**config.mk**
```make
export PLATFORM = sky130hd
export DESIGN_NAME = shooter_controller
export DESIGN_NICKNAME = d
export VERILOG_FILES = /design/src/rtl/game_pkg.sv /design/src/rtl/frame_tick_gen.sv /design/src/rtl/shooter_controller.sv
export SDC_FILE = /design/constraint.sdc
export NUM_CORES = 1
export LEC_CHECK = 0
export BUFFER_PORTS_ARGS = -buffer_cell sky130_fd_sc_hd__buf_2
export CORE_MARGIN = 2
export CORE_UTILIZATION = 50
export DETAILED_ROUTE_END_ITERATION = 10
export PLACE_DENSITY = 0.76
export SETUP_SLACK_MARGIN = 0.05
export SYNTH_ARGS = -nofsm -noshare
export SYNTH_HDL_FRONTEND = slang
export SYNTH_SLANG_ARGS = --single-unit
```
**constraint.sdc**
```tcl
create_clock -name Clk -period 3.6 [get_ports Clk]
set_input_delay 0.18 -clock Clk [delete_from_list [all_inputs] [get_ports Clk]]
set_output_delay 0.18 -clock Clk [all_outputs]
set_load 0.005 [all_outputs]
```
**src/rtl/game_pkg.sv**
```systemverilog
// Shared game types and constants: facing directions, keycodes, floor bounds
// and the shooter state encoding. Also used by color_mapper and future per-frame blocks.
package game_pkg;

   typedef enum logic [1:0] {
      UP    = 2'b00,
      RIGHT = 2'b01,
      DOWN  = 2'b10,
      LEFT  = 2'b11
   } dir_t;

   typedef enum logic [1:0] {
      IDLE = 2'b00,
      TURN = 2'b01,
      MOVE = 2'b10
   } shooter_state_t;

   localparam logic [7:0] KEY_W = 8'h1A;
   localparam logic [7:0] KEY_A = 8'h04;
   localparam logic [7:0] KEY_S = 8'h16;
   localparam logic [7:0] KEY_D = 8'h07;

   localparam int SPRITE_SIZE = 32;

   // Upper-left corner limits that keep the whole 32x32 sprite on the blue floor.
   localparam logic [9:0] FLOOR_X_MIN = 10'd32;
   localparam logic [9:0] FLOOR_X_MAX = 10'd576;
   localparam logic [9:0] FLOOR_Y_MIN = 10'd62;
   localparam logic [9:0] FLOOR_Y_MAX = 10'd416;

   typedef struct packed {
      logic valid;
      dir_t dir;
   } key_dec_t;

   function automatic key_dec_t decode_key(input logic [7:0] keycode);
      key_dec_t k;
      k.valid = 1'b1;
      k.dir   = UP;
      case (keycode)
         KEY_W:   k.dir = UP;
         KEY_D:   k.dir = RIGHT;
         KEY_S:   k.dir = DOWN;
         KEY_A:   k.dir = LEFT;
         default: k.valid = 1'b0;
      endcase
      return k;
   endfunction

endpackage

```
**src/rtl/frame_tick_gen.sv**
```systemverilog
// Brings the VGA frame strobe into the Clk domain and emits a one-Clk pulse
// on each rising edge. Flops reset high so a strobe already high at release never ticks.
module frame_tick_gen (
   input  logic clk,
   input  logic reset,
   input  logic frame_clk,
   output logic frame_tick
);

   logic sync1;
   logic sync2;
   logic prev;

   always_ff @(posedge clk) begin
      if (reset) begin
         sync1 <= 1'b1;
         sync2 <= 1'b1;
         prev  <= 1'b1;
      end else begin
         sync1 <= frame_clk;
         sync2 <= sync1;
         prev  <= sync2;
      end
   end

   assign frame_tick = sync2 & ~prev;

endmodule

```
**src/rtl/shooter_controller.sv**
```systemverilog
// Per-frame turn/move controller for the player shooter sprite with floor clamping.
// Build option: SHOOTER_TURN_DELAY_EN adds the TURN state and its frame countdown.
module shooter_controller
   import game_pkg::*;
#(
   parameter int STEP        = 2,
   parameter int TURN_FRAMES = 4,
   parameter int X_INIT      = 304,
   parameter int Y_INIT      = 239
) (
   input  logic       Clk,
   input  logic       Reset,
   input  logic       frame_clk,
   input  logic [7:0] keycode,
   output logic [9:0] ShooterX,
   output logic [9:0] ShooterY,
   output logic [1:0] ShooterDir,
   output logic       ShooterMoving
);

   if (TURN_FRAMES < 1) begin : g_bad_turn_frames
      $error("TURN_FRAMES must be at least 1");
   end

   logic           frame_tick;
   shooter_state_t state, state_n;
   dir_t           dir, dir_n;
   logic [9:0]     x, x_n;
   logic [9:0]     y, y_n;
   logic           do_step;
   key_dec_t       key;

`ifdef SHOOTER_TURN_DELAY_EN
   localparam int CNT_W = (TURN_FRAMES > 1) ? $clog2(TURN_FRAMES) : 1;
   logic [CNT_W-1:0] turn_cnt, cnt_n;
`endif

   frame_tick_gen u_frame_tick (
      .clk        (Clk),
      .reset      (Reset),
      .frame_clk  (frame_clk),
      .frame_tick (frame_tick)
   );

   function automatic logic [9:0] step_up(input logic [9:0] pos, input logic [9:0] bound);
      logic [10:0] sum;
      sum = {1'b0, pos} + 11'(STEP);
      return (sum > {1'b0, bound}) ? bound : sum[9:0];
   endfunction

   function automatic logic [9:0] step_down(input logic [9:0] pos, input logic [9:0] bound);
      return ({1'b0, pos} < ({1'b0, bound} + 11'(STEP))) ? bound : (pos - 10'(STEP));
   endfunction

   always_comb begin
      state_n = state;
      dir_n   = dir;
      x_n     = x;
      y_n     = y;
      do_step = 1'b0;
      key     = decode_key(keycode);
`ifdef SHOOTER_TURN_DELAY_EN
      cnt_n   = turn_cnt;
`endif
      if (frame_tick) begin
         case (state)
            TURN: begin
`ifdef SHOOTER_TURN_DELAY_EN
               // The last countdown frame already enters MOVE, so the first step
               // lands on the frame after TURN_FRAMES held frames.
               if (!key.valid) begin
                  state_n = IDLE;
               end else if (key.dir != dir) begin
                  dir_n = key.dir;
                  cnt_n = CNT_W'(TURN_FRAMES - 1);
               end else if (turn_cnt <= CNT_W'(1)) begin
                  state_n = MOVE;
                  cnt_n   = '0;
               end else begin
                  cnt_n = turn_cnt - CNT_W'(1);
               end
`else
               state_n = IDLE;
`endif
            end
            default: begin
               if (!key.valid) begin
                  state_n = IDLE;
               end else if (key.dir == dir) begin
                  state_n = MOVE;
                  do_step = 1'b1;
               end else begin
                  dir_n = key.dir;
`ifdef SHOOTER_TURN_DELAY_EN
                  state_n = TURN;
                  cnt_n   = CNT_W'(TURN_FRAMES - 1);
`else
                  state_n = MOVE;
                  do_step = 1'b1;
`endif
               end
            end
         endcase
         if (do_step) begin
            case (dir_n)
               UP:    y_n = step_down(y, FLOOR_Y_MIN);
               RIGHT: x_n = step_up(x, FLOOR_X_MAX);
               DOWN:  y_n = step_up(y, FLOOR_Y_MAX);
               LEFT:  x_n = step_down(x, FLOOR_X_MIN);
               default: ;
            endcase
         end
      end
   end

   always_ff @(posedge Clk) begin
      if (Reset) begin
         state <= IDLE;
         dir   <= UP;
         x     <= 10'(X_INIT);
         y     <= 10'(Y_INIT);
`ifdef SHOOTER_TURN_DELAY_EN
         turn_cnt <= '0;
`endif
      end else begin
         state <= state_n;
         dir   <= dir_n;
         x     <= x_n;
         y     <= y_n;
`ifdef SHOOTER_TURN_DELAY_EN
         turn_cnt <= cnt_n;
`endif
      end
   end

   assign ShooterX      = x;
   assign ShooterY      = y;
   assign ShooterDir    = dir;
   assign ShooterMoving = (state == MOVE);

endmodule

```
==> results by group <==
Clock network
  • Clock latency on the worst-skew pair: 280 ps
  • CTS sink cnt: 25
  • CTS tree: built
  • CTS clk-pin slew, worst paths: 100 ps
  • Clk buf depth: 2
  • Hold_buf cts: 0
  • CTS Buf Count: 3
  • CTS H-Tree Depth: 1
  • Post-cts gate resize count: 0
  • Post-CTS setup buffer count: 0
  • Root Driver: clkbuf_8

Placement
  • Count of input and output buffers: 32
  • Post-DP HPWL: 3639 um
  • Routability cong.: 0.9005

Flow run
  • Max-capacitance violation count: 0

STA
  • Final setup viols: 0
  • Hold WS: 72.80 ps
  • Peak Freq: 374.3 MHz
  • Slew headroom: 41.92%
  • Fin crit period: 2672 ps
  • Final period util: 74.22%
  • Worst slew pin tran: 865.9 ps
  • Setup repair after global routing missed its margin: false
  • Setup total negative slack: 0 ps
  • Final Max Slew Viols: 0
  • Skew final: 2.705 ps
  • Endpoints failing hold: 0

Route
  • WL/cell: 15.18 um
  • Via Count: 2223
  • Drt total wl: 5191 um
  • Final ANT Viol Nets: 0
  • First drt pass iteration count: 5
  • Initial DRC count: 231
  • # DRC: 0
  • Avg Vias per Cell: 6.500

Yosys
  • Area of the mapped netlist: 2081 um^2
  • Cell variety after synth: 68
  • Yosys top cell by area: dfxtp_1
  • Post-synth top flop: dfxtp_1
  • Most area-consuming cells after synthesis: dfxtp_1, a21oi_1, o21ai_0, nand2_1, nor2_1
  • Synthesized area per cell: 7.594 um^2
  • Synth Net Count: 289
  • Synth warnings: 0
  • Gate Count Post-Synth: 274
  • Share of async-settable or async-resettable flops after synthesis: 0%
  • Post-synth EDFFs: 0
  • Seq/Total Area, Yosys: 24.05%
  • #FFs+latches synth: 25
  • Share of the synthesized area in the top cell type: 24.05%

Global routing
  • Initial antenna violation count: 0
  • Grt ovf: 0
  • Largest net degree at the start of global routing: 25
  • First-pass GRT wire length: 8107 um
  • Total Routing Usage GR: 22.25%
  • Vias in the first global route: 1766

Layout
  • Antenna Diode Count: 0
  • Fraction of final layout cells sized beyond drive strength 1: 18.15%
  • Area growth, synth to finish: 8.478%
  • Nets: 308

Die
  • Die X: 68.51 um
  • Core area: 4000 um^2
  • Rows: 23
  • Die height: 68.51 um
  • Initial Util: 52.02%
  • DIE AREA: 4694 um^2
  • Num ports: 34

Setup path
  • CP Class: flip-flop to flip-flop
  • CP max FO: 9
  • Crit end category: flip-flop
  • Critical Path Source: ShooterX[1]
  • Critical Path RT: 3810 ps
  • Worst reg2reg startpoint: ShooterX[1]
  • Critical Path AT: 2890 ps
  • Critical path launch point type: flip-flop

Worst hold path
  • Hold Path Class: primary input to flip-flop
  • Worst Min Path Start: frame_clk

Pwr
  • VDD IR max: 0.1213 mV
  • Leak Pwr: 0.8201 nW
  • PwrDens: 222.8 nW/um^2

Outcome
  • Status: finished, final reports clean
## cell type report
cell class              count  area (um^2)
inverters                   9        33.78
multi-input cells         222         1451
well taps                  50        62.56
clock inverters             1        7.507
fillers                   390         1743
clock buffers               3        41.29
repair buffers             32        160.2
flip-flops and latches     25        500.5
## flip-flops by register name (all words and copies together), names as in the netlist
signal / cells
ShooterDir: 2
state: 1
u_frame_tick.prev: 1
u_frame_tick.sync1: 1
u_frame_tick.sync2: 1
ShooterX: 9
ShooterY: 10
## per-layer routing
metal | wire length [um] | share of wire (%) | track usage, % | up-vias
met3 | 404 | 7.8 | 2.760 | 5
met4 | 56 | 1.1 | 7.500 | 0
met1 | 2456 | 47 | 33.67 | 1035
li1 | - | - | - | 1081
met2 | 2274 | 44 | 32.21 | 102
met5 | 0 | 0 | 0 | -
## metrics by stage
step	setup WS (ps)	std cells	total power, W	cell area [um^2]	util (%)
after CTS	980.9	342	0.0005047	2257	56.43
after detailed placement	1013	338	0.0003285	2208	55.21
after global routing	758.8	342	0.0005207	2257	56.43
after floorplan	1194	274	0.0003130	2081	-
final	928.0	342	0.0005029	2257	56.43
after global placement	1069	338	0.0003278	2208	55.21
## placed cells by master, fill, tap and decap left out, drive strengths merged, types with 6 or more instances in the layout
| master | netlist | routed |
|---|---|---|
| buf | 11 | 32 |
| dfxtp | 25 | 25 |
| nand2 | 23 | 23 |
| nor2 | 22 | 22 |
| a21oi | 20 | 20 |
| o21ai | 18 | 18 |
| nor3 | 12 | 12 |
| nand3 | 11 | 11 |
| inv | 9 | 9 |
| or3 | 7 | 7 |
| a31oi | 7 | 7 |
| or2 | 7 | 7 |
| nand4 | 6 | 6 |
## worst max-delay path, stage by stage, from the launching register on
cell     delay (ps)
dfxtp_1         490
ha_1            350
and4_1          320
nand4_1         130
mux2i_1         310
a41o_1          240
nand2_2         130
or4_1           480
a31oi_1         160
## path summary, 6_finish.rpt
check	slack [ps]	to	cells after the start
setup / recovery	930	ShooterX[7]	8
hold / removal	70	u_frame_tick.sync1	2
setup reg to reg	930	ShooterX[7]	8
hold reg to reg	430	u_frame_tick.sync2	1
## power by group
group          internal [W]  switching (W)  leakage [nW]
Clock             0.0000788       0.000102        0.0217
Sequential         0.000279     0.00000602         0.203
Combinational     0.0000155      0.0000215         0.596
## cells by family after synthesis
family,Yosys count,synth area share (%)
AO/OA/AOI/OAI,89,31.09
XOR/XNOR,7,2.947
adder cells (fa/ha/maj),4,2.405
buffers and inverters,27,6.193
flip-flops,25,24.05
multiplexers,5,2.646
other,1,0.1802
AND/OR/NAND/NOR,116,30.49
## cells in the mapped netlist, types with 3 or more instances
cell      instances
dfxtp_1          25
nand4_1           6
o31ai_1           3
nand2_1          22
or3_1             7
ha_1              4
nand2b_1          4
buf_4             3
nand3_1          11
a21oi_1          19
or2_1             3
clkbuf_1          7
o21ai_0          17
inv_1             9
o211ai_1          3
nor3_1           11
buf_2             7
nor4_1            4
o31a_1            4
a221o_1           3
a22oi_1           3
xnor2_1           4
or4_1             3
and3_1            4
a31oi_1           7
xor2_1            3
nor2_1           21
mux2i_1           3
or2_2             4
(Power assumes the default switching activity.)
